==> src/rtl/sram_ctrl_pkg.sv <==
// Shared types for the SRAM port arbiter: controller state and requester tags.
package sram_ctrl_pkg;

  typedef enum logic {
    ST_INIT = 1'b0,
    ST_RUN  = 1'b1
  } state_t;

  typedef logic req_id_t;

  localparam req_id_t REQ0 = 1'b0;
  localparam req_id_t REQ1 = 1'b1;

  // One in-flight read: valid bit plus the requester that owns the response.
  typedef struct packed {
    logic    vld;
    req_id_t id;
  } rd_tag_t;

endpackage

==> src/rtl/sram_rr_arb2.sv <==
// Two-way round-robin arbiter. A lone requester always wins; on contention
// the pointer picks the winner. After any grant the pointer names the other
// requester, so a busy requester cannot starve its neighbour.
module sram_rr_arb2
  import sram_ctrl_pkg::*;
(
  input  logic       clk,
  input  logic       rst,
  input  logic       en,
  input  logic [1:0] valid,
  output logic [1:0] grant
);

  req_id_t ptr;

  // Combinational grant, suppressed entirely when not enabled.
  always_comb begin
    grant = 2'b00;
    if (en) begin
      if (valid == 2'b11) grant[ptr] = 1'b1;
      else                grant      = valid;
    end
  end

  // Pointer moves past the requester just served; holds when idle.
  always_ff @(posedge clk) begin
    if (rst)        ptr <= REQ0;
    else if (|grant) ptr <= grant[1] ? REQ0 : REQ1;
  end

endmodule

==> src/rtl/sram_port_arbiter.sv <==
// Shares one single-port SRAM macro between two requesters. After reset the
// whole array is cleared to zero, then commands are arbitrated round-robin,
// registered onto the macro pins, and read data is returned two cycles after
// acceptance to whichever requester issued the read.
module sram_port_arbiter
  import sram_ctrl_pkg::*;
#(
  parameter int DATA_WIDTH = 2,
  parameter int ADDR_WIDTH = 3
) (
  input  logic                  clk0,
  input  logic                  rst0,
  input  logic                  req0_valid,
  output logic                  req0_ready,
  input  logic                  req0_we,
  input  logic [ADDR_WIDTH-1:0] req0_addr,
  input  logic [DATA_WIDTH-1:0] req0_wdata,
  input  logic                  req1_valid,
  output logic                  req1_ready,
  input  logic                  req1_we,
  input  logic [ADDR_WIDTH-1:0] req1_addr,
  input  logic [DATA_WIDTH-1:0] req1_wdata,
  output logic                  rsp0_valid,
  output logic [DATA_WIDTH-1:0] rsp0_rdata,
  output logic                  rsp1_valid,
  output logic [DATA_WIDTH-1:0] rsp1_rdata,
  output logic                  sram_csb0,
  output logic                  sram_web0,
  output logic [ADDR_WIDTH-1:0] sram_addr0,
  output logic [DATA_WIDTH-1:0] sram_din0,
  input  logic [DATA_WIDTH-1:0] sram_dout0,
  output logic                  init_done
);

  localparam int RAM_DEPTH = 1 << ADDR_WIDTH;
  localparam logic [ADDR_WIDTH-1:0] LAST_ADDR = ADDR_WIDTH'(RAM_DEPTH - 1);

  state_t                  state, state_nxt;
  logic [ADDR_WIDTH-1:0]   init_cnt;
  logic [1:0]              grant;
  logic                    acc;
  req_id_t                 gid;
  logic                    cmd_we;
  logic [ADDR_WIDTH-1:0]   cmd_addr;
  logic [DATA_WIDTH-1:0]   cmd_wdata;
  rd_tag_t [2:1]           rd_pipe;

  sram_rr_arb2 u_arb (
    .clk   (clk0),
    .rst   (rst0),
    .en    (state == ST_RUN),
    .valid ({req1_valid, req0_valid}),
    .grant (grant)
  );

  assign req0_ready = grant[0];
  assign req1_ready = grant[1];
  assign acc        = |grant;
  assign gid        = grant[1] ? REQ1 : REQ0;
  assign init_done  = (state == ST_RUN);

  // Next state: leave INIT on the edge that registers the last clear write.
  always_comb begin
    state_nxt = state;
    if (state == ST_INIT && init_cnt == LAST_ADDR) state_nxt = ST_RUN;
  end

  // State register and clear-address counter.
  always_ff @(posedge clk0) begin
    if (rst0) begin
      state    <= ST_INIT;
      init_cnt <= '0;
    end else begin
      state <= state_nxt;
      if (state == ST_INIT) init_cnt <= init_cnt + ADDR_WIDTH'(1);
    end
  end

  // Select the granted requester's command fields.
  always_comb begin
    cmd_we    = req0_we;
    cmd_addr  = req0_addr;
    cmd_wdata = req0_wdata;
    if (grant[1]) begin
      cmd_we    = req1_we;
      cmd_addr  = req1_addr;
      cmd_wdata = req1_wdata;
    end
  end

  // Macro pins: clear writes in INIT, accepted commands in RUN, else idle
  // with address/data parked at their last values.
  always_ff @(posedge clk0) begin
    if (rst0) begin
      sram_csb0  <= 1'b1;
      sram_web0  <= 1'b1;
      sram_addr0 <= '0;
      sram_din0  <= '0;
    end else if (state == ST_INIT) begin
      sram_csb0  <= 1'b0;
      sram_web0  <= 1'b0;
      sram_addr0 <= init_cnt;
      sram_din0  <= '0;
    end else if (acc) begin
      sram_csb0  <= 1'b0;
      sram_web0  <= ~cmd_we;
      sram_addr0 <= cmd_addr;
      sram_din0  <= cmd_wdata;
    end else begin
      sram_csb0  <= 1'b1;
      sram_web0  <= 1'b1;
    end
  end

  // Read tag pipeline: stage 1 is the macro access cycle, stage 2 the cycle
  // the macro drives dout.
  always_ff @(posedge clk0) begin
    if (rst0) begin
      rd_pipe <= '0;
    end else begin
      rd_pipe[1] <= '{vld: acc & ~cmd_we, id: gid};
      rd_pipe[2] <= rd_pipe[1];
    end
  end

  // Capture macro data into the owning requester's response; data holds otherwise.
  always_ff @(posedge clk0) begin
    if (rst0) begin
      rsp0_valid <= 1'b0;
      rsp1_valid <= 1'b0;
      rsp0_rdata <= '0;
      rsp1_rdata <= '0;
    end else begin
      rsp0_valid <= rd_pipe[2].vld && (rd_pipe[2].id == REQ0);
      rsp1_valid <= rd_pipe[2].vld && (rd_pipe[2].id == REQ1);
      if (rd_pipe[2].vld && rd_pipe[2].id == REQ0) rsp0_rdata <= sram_dout0;
      if (rd_pipe[2].vld && rd_pipe[2].id == REQ1) rsp1_rdata <= sram_dout0;
    end
  end

endmodule
==> config.mk <==
export PLATFORM = sky130hd
export DESIGN_NAME = sram_port_arbiter
export DESIGN_NICKNAME = d
export VERILOG_FILES = /design/src/rtl/sram_ctrl_pkg.sv /design/src/rtl/sram_rr_arb2.sv /design/src/rtl/sram_port_arbiter.sv
export SDC_FILE = /design/constraint.sdc
export NUM_CORES = 1
export LEC_CHECK = 0
export ABC_AREA = 0
export CAP_MARGIN = 20
export CORE_MARGIN = 10
export CORE_UTILIZATION = 25
export DETAILED_ROUTE_END_ITERATION = 7
export PLACE_DENSITY = 0.62
export SYNTH_ARGS = -nofsm -noshare
export SYNTH_HDL_FRONTEND = slang
export SYNTH_SLANG_ARGS = --single-unit
==> constraint.sdc <==
create_clock -name clk0 -period 1.05 [get_ports clk0]
set_clock_uncertainty 0.05 [all_clocks]
set_input_delay 0.105 -clock clk0 [delete_from_list [all_inputs] [get_ports clk0]]
set_output_delay 0.105 -clock clk0 [all_outputs]
set_load 0.02 [all_outputs]
==> reports/summary.md <==
The flow ran to the end, but the final reports show violations. The final reports fail on negative setup slack. Each instance of the synthesized netlist takes up on average 9.73 um2. For the combinational share of power, the log shows 15.3%. By count the netlist is led by sky130_fd_sc_hd__dfxtp_1 (22), sky130_fd_sc_hd__nor2_1 (14), sky130_fd_sc_hd__mux2i_1 (7). The clock root buffer master is sky130_fd_sc_hd__clkbuf_8. Measured along the y axis, the die boundary spans 80.8 um. The total wire length was 2.48 mm. The number of placed instances, taps included, is 184.

After Yosys synthesis, full adders, half adders and majority gates account for 2.71% of the synthesized area. The tools report the worst path setup slack after routing as -0.182 ns. The minimum period implied by the final worst setup slack came out at 1.23 ns.

In this run the deepest clock path goes through 2 buffers. The largest incremental delay on the critical path is 0.37 ns, and the net count of the mapped netlist is 115. At the pin with the least slew margin, the transition time is 0.219 ns. The initial utilization of the core area, before any placement, comes to 25.6%.

Path depth of the worst reg2reg path: 5. Library cell with the highest instance count after synthesis: sky130_fd_sc_hd__dfxtp_1. The area growth from synthesis to layout is 67.5%. The share of the cycle needed by the critical path after routing came out at 117%.

In this run, flip-flops and latches consume 50.4% of the power. The run gives 164 as the net total in the final layout. The dominant combinational cell family by area after synthesis was simple AND/OR/NAND/NOR gates. The count of flip-flops with a built-in enable after synthesis was 0.

CTS saw 22 sinks. The number of port buffers came out at 33. Timing startpoint of the critical path: u_arb.ptr. For this run, the number of Yosys warnings is 0.

STA classifies the critical path startpoint as a flop. The end of the critical path was rd_pipe[1]. For the worst setup path, the data arrival time is 1.39 ns. Entering global routing, the biggest net connects 13 pins. For this design, the slowest cell found on the critical path is sky130_fd_sc_hd__dfxtp_4. Share of synthesized area spent on multiplexers: 7.58%. The post-detailed-route via-to-cell ratio came out at 4.47. The clock reaches the later pin of the worst-skew pair after 0.26 ns. The die extent in x is 80.8 um, and the worst max-slew margin expressed relative to the limit is 85.3%. The tools report the launching point of the worst reg2reg path as u_arb.ptr. The signal on the critical path passes through nand2b_4, and3_4, buf_6, mux2i_1, and4b_1. The prevailing post-synth register cell was sky130_fd_sc_hd__dfxtp_1. The maximum level of the CTS H-tree is 1, and the total via count in the routed design is 854. Count of distinct cell types in the synthesized netlist: 28. The floorplan step defined a die boundary enclosing 6530 um2. Setup repair after global routing could not meet its margin everywhere. Of the total synthesized cell area, the portion taken by XOR and XNOR cells is 0.947%. Routability congestion estimate from global placement: 0.713. Synthesis handed over a netlist of 95 instances. The average wire per standard cell works out to 13.0 um. The worst setup path is captured at a flop.

In this run, synthesis produced a sequential element count of 22. The post-synthesis compound-gate area fraction works out to 18.1%. The analysis attributes to cell leakage a power of 0.653 nW. The run gives 0 as the number of max-cap violations. The initial antenna violation count is 0.

The final-report max-slew violation count was 0; the clock share of power was 34.3%. The core region area is 3610 um2. The share of layout cells above drive strength 1 came out at 39.9%.

Global routing used 7.53% of the available tracks. Clock edge transition at the registers on the reported setup and hold paths: 0.08 ns. The first detailed-routing pass ran for 2 iterations. The path class of the tightest hold or removal check is reg -> reg. For this run, the number of standard cells in the final layout without fillers is 191. The worst register-to-register path ends at rd_pipe[1]. For this run, the share of the core covered by cells in the final layout is 43.0%.

Slack of the worst reg-to-reg path: -0.18 ns. The via count of the first global-routing pass is 894. For this design the ratio of total power to cell area is 1120 nW/um2.

The tools report the final non-filler cell area as 1550 um2. The worst setup path is of the reg -> reg kind. The logs give -1.08 ns for the accumulated negative setup slack and 812 MHz for the highest clock frequency the design can meet. For this run, design rule violations remaining after detail routing come to 0. The number of placed I/O pins is 34.

Of the total synthesized cell area, the portion taken by AND, OR, NAND and NOR gates is 18.7%. The number of clock buffers added by TritonCTS is 3. VDD sags by at most 454 uV.

After floorplanning, the core was divided into 22 placement rows. Summed over all layers, the global routing overflow is 0. sky130_fd_sc_hd__dfxtp_1 takes more of the synthesized area than any other cell. After synthesis, the share of flip-flops with an asynchronous set or reset is 0%. The maximum net fanout on the critical path is 4. Setup violations remaining at the end of the flow were counted as 8. Yosys attributes the largest share of cell area to sky130_fd_sc_hd__dfxtp_1 (48%), sky130_fd_sc_hd__mux2i_1 (7.6%), sky130_fd_sc_hd__nor2_1 (5.7%).

The tools report the first-iteration detailed-routing DRC count as 33. The logs give 0 for the final count of hold timing violations and 0 for the number of antenna-violating nets in the routed design. The post-detailed-placement half-perimeter wirelength is 1.94 mm. Reported net switching power: 0.000391 W.

The internal portion of the total power is 0.00134 W. The run gives 1420 um2 as the cell area after placement. Timing analysis after detailed placement gives a worst setup slack of -0.697 ns. In this run the cell area of the synthesized design comes to 925 um2. The fraction of power spent switching nets was 22.6%; the sequential element share of the synthesized area was 47.6%. The first global-routing pass estimated 3.93 mm of wire. The top cell type by area accounts for 47.6% of the synthesized area. The number of antenna diodes in the final layout is 0. Data on the critical path is required at its endpoint by 1.21 ns. TritonCTS built the clock tree.
[power groups by stage]
stage          Combinational [W]  Sequential, W  Clock (W)
2_1_floorplan          0.0000912       0.000906          0
6_report                0.000265       0.000872   0.000595
5_1_grt                 0.000287       0.000876   0.000646
4_1_cts                 0.000258       0.000869   0.000615
3_5_place_dp            0.000243       0.000893          0
3_3_place_gp            0.000236       0.000892          0
[layout make-up]
type / count / area, um2
Fill cell: 363 / 2060
Clock buffer: 4 / 55.1
Timing Repair Buffer: 50 / 455
Sequential cell: 22 / 450
Tap cell: 48 / 60.1
Multi-Input combinational cell: 67 / 528
[per-stage QoR]
step           hold WS [ns]  power [W]
2_1_floorplan         0.199   0.000997
3_3_place_gp          0.374    0.00113
3_5_place_dp          0.391    0.00114
4_1_cts               0.398    0.00174
5_1_grt               0.416    0.00181
6_report              0.405    0.00173
[sequential cells by signal, summed over array words and instances (netlist names)]
register    cells
rd_pipe         4
sram_csb0       1
rsp0_rdata      2
rsp1_rdata      2
rsp0_valid      1
init_cnt        3
rsp1_valid      1
init_done       1
sram_din0       2
sram_web0       1
sram_addr0      3
u_arb.ptr       1
[timing repair]
item                       in CTS  in global routing
setup buffers                   3                  0
resized for setup              67                 15
setup endpoints to repair      25                 17
pin swaps                       7                  3
hold buffers                    0                  0
[critical path: cells and delay by family (launching register included)]
family / cells / cell delay, ns
muxes: 1 / 0.19
buffers and inverters: 1 / 0.09
and+or+nand+nor: 3 / 0.49
DFF: 1 / 0.37
[worst min-delay path by stage]
stage,start,endpoint,slack [ns],cells past startpoint
global route,rd_pipe[1],rd_pipe[3],0.42,1
CTS,req0_valid,sram_csb0,0.40,4
global placement,rd_pipe[0],rd_pipe[2],0.37,1
floorplan,sram_dout0[0],rsp0_rdata[0],0.20,2
finish,rsp1_rdata[0],rsp1_rdata[0],0.41,2
detailed placement,rd_pipe[0],rd_pipe[2],0.39,1
[layer usage]
layer  wire, um  global-route usage (%)  up-vias  share of wire, %
met4         23                    3.63        0              0.93
li1           -                       -      434                 -
met2       1380                    14.6       17                56
met5          0                       0        -                 0
met1        938                    7.23      401                38
met3        139                    1.88        2               5.6
[logic make-up after synthesis]
kind of cell | Yosys count
and+or+nand+nor | 35
AOI/OAI and AO/OA | 22
DFF | 22
muxes | 7
buffers and inverters | 6
adders and majority gates | 2
xor gates and xnor gates | 1
[cell usage in the layout, fill, tap and decap left out, types with 5 or more instances in the layout]
cell type	instances
sky130_fd_sc_hd__clkdlybuf4s50_1	15
sky130_fd_sc_hd__a21oi_1	5
sky130_fd_sc_hd__clkdlybuf4s15_2	6
sky130_fd_sc_hd__mux2i_1	7
sky130_fd_sc_hd__buf_4	13
sky130_fd_sc_hd__nor2_1	14
sky130_fd_sc_hd__buf_6	6
sky130_fd_sc_hd__nand2_1	5
sky130_fd_sc_hd__dfxtp_1	18
Note: power is estimated with default switching activity, not from simulation.
